## src/rtl/disp7seg_pkg.sv

```systemverilog
// Shared constants and types for the binary-to-display-code converter.
package disp7seg_pkg;

  // Display code: bit4=0 -> decimal digit in [3:0]; bit4=1 -> special symbol
  localparam logic [4:0] CODE_BLANK = 5'b10000;
  localparam logic [4:0] CODE_DASH  = 5'b10001;

  localparam int unsigned NDIGITS = 4;

  typedef enum logic [1:0] {
    IDLE     = 2'd0,
    SHIFT    = 2'd1,
    LOAD_OUT = 2'd2
  } state_t;

  // Encode a BCD nibble as a visible digit code
  function automatic logic [4:0] digit_code(input logic [3:0] nib);
    return {1'b0, nib};
  endfunction

endpackage

```

## src/rtl/bcd_add3.sv

```systemverilog
// Double-dabble correction: add 3 to a BCD nibble that is 5 or more.
module bcd_add3 (
  input  logic [3:0] din,
  output logic [3:0] dout
);

  // Pre-shift correction so the nibble carries correctly into the next digit
  always_comb begin
    dout = din;
    if (din >= 4'd5) dout = din + 4'd3;
  end

endmodule

```

## src/rtl/bin_to_disp_codes.sv

```systemverilog
// Sequential binary-to-BCD converter (double dabble) producing four display codes.
module bin_to_disp_codes
  import disp7seg_pkg::*;
#(
  parameter bit BLANK_LZ = 1'b1
) (
  input  logic        clk,
  input  logic        rst,
  input  logic        start,
  input  logic [13:0] value,
  output logic        busy,
  output logic        done,
  output logic        overflow,
  output logic [4:0]  disp0,
  output logic [4:0]  disp1,
  output logic [4:0]  disp2,
  output logic [4:0]  disp3
);

  state_t      state;
  logic [13:0] bin;
  logic [15:0] bcd;
  logic [15:0] bcd_adj;
  logic [3:0]  cnt;
  logic        ov_pend;

  logic [4:0]  nxt0, nxt1, nxt2, nxt3;

  for (genvar i = 0; i < NDIGITS; i++) begin : g_add3
    bcd_add3 u_add3 (
      .din  (bcd[4*i +: 4]),
      .dout (bcd_adj[4*i +: 4])
    );
  end

  // Busy covers the shift and load cycles plus the done cycle itself
  always_comb begin
    busy = (state != IDLE) || done;
  end

  // Final display codes from the accumulated BCD digits
  always_comb begin
    nxt0 = digit_code(bcd[3:0]);
    nxt1 = digit_code(bcd[7:4]);
    nxt2 = digit_code(bcd[11:8]);
    nxt3 = digit_code(bcd[15:12]);
    if (ov_pend) begin
      nxt0 = CODE_DASH;
      nxt1 = CODE_DASH;
      nxt2 = CODE_DASH;
      nxt3 = CODE_DASH;
    end else if (BLANK_LZ) begin
      if (bcd[15:12] == 4'd0) nxt3 = CODE_BLANK;
      if (bcd[15:8] == 8'd0)  nxt2 = CODE_BLANK;
      if (bcd[15:4] == 12'd0) nxt1 = CODE_BLANK;
    end
  end

  // Control FSM, shift datapath and registered outputs
  always_ff @(posedge clk) begin
    if (rst) begin
      state    <= IDLE;
      bin      <= '0;
      bcd      <= '0;
      cnt      <= '0;
      ov_pend  <= 1'b0;
      done     <= 1'b0;
      overflow <= 1'b0;
      disp0    <= CODE_BLANK;
      disp1    <= CODE_BLANK;
      disp2    <= CODE_BLANK;
      disp3    <= CODE_BLANK;
    end else begin
      done <= 1'b0;
      case (state)
        IDLE: begin
          // done high means the previous result is still being presented
          if (start && !done) begin
            bin     <= value;
            bcd     <= '0;
            cnt     <= '0;
            ov_pend <= (value > 14'd9999);
            state   <= SHIFT;
          end
        end
        SHIFT: begin
          bcd     <= {bcd_adj[14:0], bin[13]};
          bin     <= {bin[12:0], 1'b0};
          // a carry out of the top digit can only come from an out-of-range value
          ov_pend <= ov_pend | bcd_adj[15];
          cnt     <= cnt + 4'd1;
          if (cnt == 4'd13) state <= LOAD_OUT;
        end
        LOAD_OUT: begin
          disp0    <= nxt0;
          disp1    <= nxt1;
          disp2    <= nxt2;
          disp3    <= nxt3;
          overflow <= ov_pend;
          done     <= 1'b1;
          state    <= IDLE;
        end
        default: state <= IDLE;
      endcase
    end
  end

endmodule

```

## config.mk

```make
export PLATFORM = sky130hd
export DESIGN_NAME = bin_to_disp_codes
export DESIGN_NICKNAME = d
export VERILOG_FILES = /design/src/rtl/disp7seg_pkg.sv /design/src/rtl/bcd_add3.sv /design/src/rtl/bin_to_disp_codes.sv
export SDC_FILE = /design/constraint.sdc
export NUM_CORES = 1
export LEC_CHECK = 0
export CORE_MARGIN = 5
export CORE_UTILIZATION = 54
export CTS_CLUSTER_DIAMETER = 30
export DETAILED_ROUTE_END_ITERATION = 8
export GPL_TIMING_DRIVEN = 1
export PLACE_DENSITY = 0.79
export SYNTH_ARGS = -nofsm -noshare
export SYNTH_HDL_FRONTEND = slang
export SYNTH_HIERARCHICAL = 1
export SYNTH_SLANG_ARGS = --single-unit
```

## constraint.sdc

```tcl
create_clock -name clk -period 1.7 [get_ports clk]
set_clock_uncertainty 0.15 [all_clocks]
set_input_delay 0.34 -clock clk [delete_from_list [all_inputs] [get_ports clk]]
set_output_delay 0.34 -clock clk [all_outputs]
set_load 0.03 [all_outputs]
```

After elaboration in Yosys (flattened, before gate mapping)
Index checks and enable logic that the tools add are counted.

Multiplexer cells: 23. Bitwise gates (word level): 1. Magnitude comparators: 5. Reductions and logical operators: 11. Eq/ne operators: 5. Add/sub/neg operators: 5.

Operators with widths (count): 2-to-1 mux 5 bit (7); case mux 16 bit (2 select lines) (1); case mux 14 bit (2 select lines) (1); 2-to-1 mux 4 bit (5); adder 4 x 2 -> 4 bit, second input constant (4); >= comparator 4 x 3 -> 1 bit, second input constant (4); 2-to-1 mux 16 bit (1); greater-than comparator 14 bit, second input constant (1); 2-to-1 mux 14 bit (1); logical NOT 12 bit (1); logical NOT 8 bit (1); case mux 4 bit (2 select lines) (1); adder 4 x 1 -> 4 bit, second input constant (1); == test 4 bit, second input constant (1); logical NOT 4 bit (1); 2-to-1 mux 2 bit (2); != test 2 bit, second input constant (2); case mux 2 bit (2 select lines) (1); AND reduction 2 bit (2); nonzero test 2 bit (2); == test 2 x 1 -> 1 bit, second input constant (1); == test 2 bit, second input constant (1); logical NOT 2 bit (1); 2-to-1 mux 1 bit (2); other kinds (5) (5).

Input port bits: 17. Register bits: 59. Output and inout port bits: 23.

Logic depth before layout (Yosys ltp)
Gate-level depths: netlist (run 1).

Depth after elaboration: 4. Gate-level depth with buffers: 7.

By module
Netlist (run 1), hierarchy kept.

By module, submodules not included: bin_to_disp_codes (instances 1, area each 2311.0 um^2, cells an instance 261); bcd_add3 (instances 4, area each 101.3 um^2, cells an instance 16).

Worst setup path before layout (run 1)
No wires, ideal clock.

Path type: reg2reg. From: reg done. To: reg bin[10]. Arrival time: 1317 ps. Required time: 1416 ps. Period minus slack after synthesis: 1600 ps. Path slack: 100 ps. Cell stages (with the launch flop): 6. Path buffers: 2. Path through: dfxtp_1 -> or4b_1 -> buf_2 -> nand2_2 -> buf_6 -> a311oi_1.

Cells in the longest elaborated chain, start to end: 4.

Ends and longest elaborated chain: start: declaration (line bin_to_disp_codes.sv:12) `output logic done,`; start signal: assignment (line bin_to_disp_codes.sv:67) `done <= 1'b0;`; start signal: assignment (line bin_to_disp_codes.sv:74) `done <= 1'b0;`; start signal: assignment (line bin_to_disp_codes.sv:100) `done <= 1'b1;`; logical NOT 1 bit (line bin_to_disp_codes.sv:78) `if (start && !done) begin`; logical AND 1 bit (line bin_to_disp_codes.sv:78); != test 2 bit (no source line); AND reduction 2 bit (no source line); end signal: assignment (line bin_to_disp_codes.sv:79) `bin <= value;`; end signal: assignment (line bin_to_disp_codes.sv:88) `bin <= {bin[12:0], 1'b0};`; end: declaration (line bin_to_disp_codes.sv:21) `logic [13:0] bin;`.

No other way between the ends. A chain may end at the register's enable or synchronous reset.

Worst setup path in the final report (run 1)
From: reg state[1]. To: out busy.

Cells in the longest elaborated chain, start to end: 2.

Ends and longest elaborated chain: start: declaration (line bin_to_disp_codes.sv:20) `state_t state;`; start signal: assignment (line bin_to_disp_codes.sv:62) `state <= IDLE;`; start signal: assignment (line bin_to_disp_codes.sv:83) `state <= SHIFT;`; start signal: assignment (line bin_to_disp_codes.sv:92) `if (cnt == 4'd13) state <= LOAD_OUT;`; nonzero test 2 bit (line bin_to_disp_codes.sv:38) `busy = (state != IDLE) || done;`; logical OR 1 bit (line bin_to_disp_codes.sv:38); end: declaration (line bin_to_disp_codes.sv:11) `output logic busy,`.

No other way between the ends.

==> flow_summary.yaml, run 1 <==
run_status:
  status: "finished, final reports clean"
detailed_routing:
  drt-total-wl_um: 6505
  drt-met1-wl_um: 2755
  final_antenna_net_count: 0
  drc_errors: 0
  firstDrtPassIters: 4
  met3_wirelength_um: 387
  wl_per_cell_um: 14.27
  highest_layer: "met4"
  dr.first_iter.drc_count: 143
  wl_met2_um: 3242
  via_per_inst: 5.531
  vias: 2522
critical_path:
  worstRegToRegCells: 5
  path_max_fanout: 2
  end_kind: "output port"
  rrSetupSlack_ns: 0.02
  cp.arrival_ns: 1.20
  startpoint_type: "flip-flop"
  r2r_start: "state[1]"
  worstReg2RegEnd: "bin[13]"
  required_ns: 1.21
  critical_path_class: "flip-flop to output port"
global_routing:
  grt_pass1_wl_um: 10650
  antenna_found_initial: 0
  grt_usage_pct: 21.33
  grt_max_degree: 32
  grt_pass1_vias: 2332
  grt_overflow: 0
timing:
  max_freq_mhz: 592.3
  finalSetupViolations: 0
  worst_pin_slew_ns: 0.5442
  hold_slack_ns: 0.2990
  slew_headroom_pct: 63.68
  hold_violations: 0
  timing.final.crit_period_ns: 1.688
  rsz0062_at_grt: "yes"
  fin_ws_ns: 0.01177
  final_max_slew_viol_count: 0
  period_share_pct: 99.31
  setup_tns_ns: 0
place:
  gp_congestion: 0.8031
  io_buffers: 39
  placed_area_mm2: 0.003339
  dp_slack_ns: -0.2831
  dp.cells: 437
  dp_hpwl_um: 4402
logic_synthesis:
  synthFlopType: "dfxtp_1"
  synth_largest_area_cell: "dfxtp_1"
  seq_area_frac_synth_pct: 43.48
  async_reset_ff_share_pct: 0
  synth.avg_cell_area_um2: 8.358
  syn_area_mm2: 0.002716
  synthesis.nets: 352
  synthTopCellsByArea: "dfxtp_1 43%, nand2_1 9.1%, ha_1 4.6%"
  synth_edf_count: 0
  ys_types: 34
  synth_top_area_share_pct: 43.48
  ys_warn_count: 6
  synth-seq-cells: 59
  synth_cells: 325
cells_and_area:
  nets: 411
  stdcell_count: 456
  area_delta_synth_final_pct: 29.94
  multi_input_area_mm2: 0.001419
  nFillCells: 410
  most-common-layout-cells: "66 x nand2_1, 58 x dfxtp_1, 27 x buf_4, 24 x nor3_1"
  final_area_mm2: 0.003530
  final_layout_size_suffix_gt1_share_pct: 14.40
  seq_area_mm2: 0.001182
  final_common_cell: "nand2_1"
  antennaDiodeCount: 0
  final_util_pct: 73.27
pwr:
  intPower_mw: 2.184
  p_sw_share_pct: 24.94
  p_leak_nw: 1.482
  ir_drop_mv: 0.5930
  total_power_mw: 2.910
  pwr-share-comb_pct: 11.0
  sequentialPowerShare_pct: 49.8
  switchingPower_mw: 0.7258
  powerDensity_mw_per_mm2: 824.5
  p_clk_share_pct: 39.2
min_path:
  whs_path_depth: 2
  hold_path_class: "flip-flop to flip-flop"
  worstHoldEndpoint: "disp3[2]"
  worstHoldStart: "disp3[2]"
floorplanning:
  die_w_um: 80.93
  core_mm2: 0.004817
  io_pins: 40
  initial_utilization_pct: 56.39
  rows: 25
  die_area_mm2: 0.006549
  fp.dieH_um: 80.93
clock_network:
  cts_tree: "done"
  htreeDepth: 3
  cts.sinks: 59
  clk_latency_ns: 0.34
  cts_max_path_buffers: 2
  cts.clk_slew.worst_paths_ns: 0.07
  clockRootBuffer: "clkbuf_8"
  cts_hold_buf: 0
  cts_buffers: 9
run:
  cap_violations: 0
[layout make-up]
type                       count  area share (%)
clock buffer                  14           4.608
multi-input combinational    234           40.20
sequential                    59           33.50
tap                           67           2.375
inverter                      10           1.063
clock inverter                 2          0.2836
timing repair buffer          70           17.97
[worst max path at each step]
stage / from / cells after the start / slack, ns / endpoint
6_report: state[1] / 2 / 0.01 / busy
2_1_floorplan: done / 5 / 0.1 / bin[10]
3_5_place_dp: value[6] / 4 / -0.28 / ov_pend
4_1_cts: state[1] / 2 / -0.11 / busy
3_3_place_gp: start / 4 / -0.26 / bin[4]
5_1_grt: state[0] / 2 / -0.06 / busy
[power by group through the flow]
stage / logic, mW / clock network (mW) / registers (mW)
global route: 0.349 / 1.22 / 1.46
finish: 0.319 / 1.14 / 1.45
global placement: 0.295 / 0 / 1.48
floorplan: 0.180 / 0 / 1.48
CTS: 0.301 / 1.15 / 1.45
detailed placement: 0.300 / 0 / 1.48
[synth_stat cells, drive strengths merged (2+ instances only)]
cell / number
a21oi: 25
a22o: 13
a311oi: 13
buf: 11
clkbuf: 11
dfxtp: 59
ha: 10
inv: 10
mux2i: 5
nand2: 67
nand2b: 11
nand3: 12
nand3b: 13
nor2: 12
nor2b: 2
nor3: 24
nor4: 3
o2111ai: 2
o21ai: 8
or3: 2
xnor2: 4
[metal layers]
layer / global-route usage [%] / vias to the layer above
met4: 11.66 / 0
li1: - / 1257
met2: 35.88 / 66
met3: 4.767 / 17
met1: 25.12 / 1182
met5: 0 / -
[worst max-delay path, stage by stage, from the launching register on]
cell,delay [ns]
dfxtp_1,0.31
or3_1,0.38
buf_4,0.18
[logic make-up (layout without fill, tap and decap cells)]
logic type | after synthesis | after routing | share of synthesized area (%)
simple gates | 150 | 150 | 26.81
compound gates | 64 | 64 | 16.54
flops | 59 | 59 | 43.48
buf+inv | 32 | 96 | 5.113
fa+ha+maj | 10 | 10 | 4.606
xor+xnor | 5 | 5 | 1.612
mux | 5 | 5 | 1.843
[sequential cells by signal (all words and copies together), names as in the netlist]
signal and cells:
done 1, state 2, cnt 4, ov_pend 1
overflow 1, bin 14, disp0 5, disp1 5
disp3 5, bcd 16, disp2 5
[repair_timing]
| item | 4_1_cts | 5_1_grt |
|---|---|---|
| pin swaps | 0 | 1 |
| setup endpoints to repair | 36 | 18 |
| setup buffers | 0 | 3 |
| cloned | 0 | 0 |
| resized for setup | 26 | 12 |
Note: power is estimated with default switching activity, not from simulation.
==> run 2, diff against run 1 <==
Settings changed: ABC_AREA set to 1, CORE_MARGIN 5 to 3, CORE_UTILIZATION 54 to 55, PLACE_DENSITY 0.79 to 0.8.
==> run 2 against run 1 <==
Against the previous run:
- clock power up 11%
- worst setup slack better by 0.077 ns
- global-route usage increased by 2.2 points
- synthesized cell count rose by 30%
- critical path depth increased by 1
- critical endpoint unchanged
- cell area rose by 3.9%
- critical path type unchanged
==> flow_summary.yaml, run 2 <==
detailed_routing:
  via_per_inst: 5.142
  vias: 2828
  dr.first_iter.drc_count: 187
  firstDrtPassIters: 4
  final_antenna_net_count: 0
  drc_errors: 0
  drt-total-wl_um: 6833
  wl_per_cell_um: 12.42
logic_synthesis:
  synth-compound-area-share_pct: 12.56
  syn_area_mm2: 0.002969
  synthAdderAreaFrac_pct: 4.214
  synth_top_family_by_area: "simple AND/OR/NAND/NOR gates"
  synth-simple-area-share_pct: 35.74
  synthTopCellsByArea: "dfxtp_1 40%, nand2_1 17%, o21ai_0 6.7%"
  synth_xor_xnor_area_share_pct: 0
  muxShareOfSynthArea_pct: 0
  async_reset_ff_share_pct: 0
  synth_common_cells: "133 x nand2_1, 59 x dfxtp_1, 51 x nor2_1, 40 x o21ai_0, 35 x nand3_1"
  synth_cells: 424
  ys_warn_count: 6
  synth-seq-cells: 59
  synthFlopType: "dfxtp_1"
  yosysMostFrequentCell: "nand2_1"
  synthesis.nets: 451
  synth.avg_cell_area_um2: 7.003
  synth_largest_area_cell: "dfxtp_1"
  synth_top_area_share_pct: 39.78
  seq_area_frac_synth_pct: 39.78
  ys_types: 25
  synth_edf_count: 0
pwr:
  ir_drop_mv: 0.4654
  powerDensity_mw_per_mm2: 825.9
  p_leak_nw: 1.637
critical_path:
  r2r_start: "bcd[0]"
  worstRegToRegCells: 8
  startpoint_type: "flip-flop"
  path_buf_inv: 1
  required_ns: 1.21
  rrSetupSlack_ns: 0.14
  cp.arrival_ns: 1.12
  crit_family: "flip-flops"
  crit_chain: "nor2_1 -> nand2_1 -> buf_4"
  worstReg2RegEnd: "bcd[2]"
  path_max_fanout: 4
  critical_path_class: "flip-flop to output port"
  cp_slowest_cell: "dfxtp_1"
  slowest_delay_ns: 0.36
  end_kind: "output port"
cells_and_area:
  antennaDiodeCount: 0
  final_layout_size_suffix_gt1_share_pct: 15.21
  most-common-layout-cells: "133 x nand2_1, 59 x dfxtp_1, 51 x nor2_1, 40 x o21ai_0, 35 x nand3_1"
  final_common_cell: "nand2_1"
  nets: 502
  reg_top3: "bcd x16, bin x14"
  largest_reg_flops: 16
  area_delta_synth_final_pct: 23.47
  nFillCells: 447
  final_area_mm2: 0.003666
  top_register: "bcd"
min_path:
  worstHoldEndpoint: "bcd[0]"
  worstHoldStart: "bin[13]"
  hold_path_class: "flip-flop to flip-flop"
  whs_path_depth: 2
timing:
  slew_headroom_pct: 76.54
  timing.final.crit_period_ns: 1.611
  hold_violations: 0
  hold_slack_ns: 0.3083
  worst_pin_slew_ns: 0.3515
  max_freq_mhz: 620.8
  period_share_pct: 94.76
  fin_ws_ns: 0.08910
  final_max_slew_viol_count: 0
  rsz0062_at_grt: "no"
  setup_tns_ns: 0
  finalSetupViolations: 0
clock_network:
  clk_latency_ns: 0.34
  cts_tree: "done"
  clockRootBuffer: "clkbuf_8"
  htreeDepth: 3
  cts_setup_buffers: 0
  cts_max_path_buffers: 2
  cts.sinks: 59
  cts_buffers: 9
  cts.clk_slew.worst_paths_ns: 0.06
floorplanning:
  die_area_mm2: 0.006316
  die_w_um: 79.48
  io_pins: 40
  initial_utilization_pct: 57.40
  fp.dieH_um: 79.48
  rows: 26
  core_mm2: 0.005172
global_routing:
  globalRouteMet1Util_pct: 30.94
  top_usage_layer: "met2"
  use_met3_pct: 4.515
  grt_max_degree: 21
  grt_usage_pct: 23.54
  grt_pass1_vias: 2587
  grt_pass1_wl_um: 11790
  grt_overflow: 0
  gr-usage-met2_pct: 37.15
  antenna_found_initial: 0
run_status:
  status: "finished, final reports clean"
place:
  dp_hpwl_um: 4848
  gp_congestion: 0.8488
  placed_area_mm2: 0.003495
  io_buffers: 39
  dp_slack_ns: -0.05973
run:
  cap_violations: 0
==> run 2: per-stage QoR <==
step | utilization, % | std cells | total power, mW
final | 70.88 | 550 | 3.028
after global routing | 70.88 | 550 | 3.147
after CTS | 70.78 | 550 | 3.043
after detailed placement | 67.56 | 534 | 1.784
after global placement | 67.56 | 534 | 1.778
after floorplan | - | 424 | 1.674
==> run 2: worst max path at each step <==
stage,start,endpoint,slack (ns),cells after the start
final,state[1],busy,0.09,3
after global routing,state[1],busy,0.02,3
after global placement,rst,disp1[0],-0.004,4
after floorplan,bcd[4],bcd[6],0.32,8
after detailed placement,rst,disp3[0],-0.06,4
after CTS,state[1],busy,0.07,3
==> run 2: kinds of logic (layout without fill, tap and decap cells) <==
logic type | Yosys count | after routing
fa+ha+maj | 10 | 10
simple gates | 241 | 241
buf+inv | 47 | 103
compound gates | 67 | 67
flops | 59 | 59
==> run 2: final cells by class <==
| type | instances | area (µm²) | area share (%) |
|---|---|---|---|
| repair buffers | 58 | 528.0 | 14.40 |
| clock inverters | 5 | 52.55 | 1.433 |
| inverters | 29 | 111.4 | 3.038 |
| multi-input cells | 318 | 1564 | 42.66 |
| well taps | 70 | 87.58 | 2.389 |
| flip-flops and latches | 59 | 1181 | 32.22 |
| clock buffers | 11 | 141.4 | 3.857 |
==> run 2: where the power goes <==
group          internal [mW]  switching, mW
Combinational          0.128          0.179
Clock                  0.709          0.562
Sequential              1.42         0.0254
Total                   2.26          0.766
==> run 2: timing repair <==
action,4_1_cts,5_1_grt
gates resized for setup,22,1
hold buffers,0,0
endpoints found under the setup margin,22,2
==> run 2: tightest hold or removal path: stages (launching register included) <==
cell	delay, ns
dfxtp_1	0.33
nand2_1	0.05
o21ai_0	0.05
==> run 2: layer usage <==
| metal | wire [µm] | up-vias |
|---|---|---|
| met1 | 3181 | 1288 |
| met4 | 142 | 0 |
| li1 | - | 1458 |
| met3 | 300 | 12 |
| met5 | 0 | - |
| met2 | 3209 | 70 |
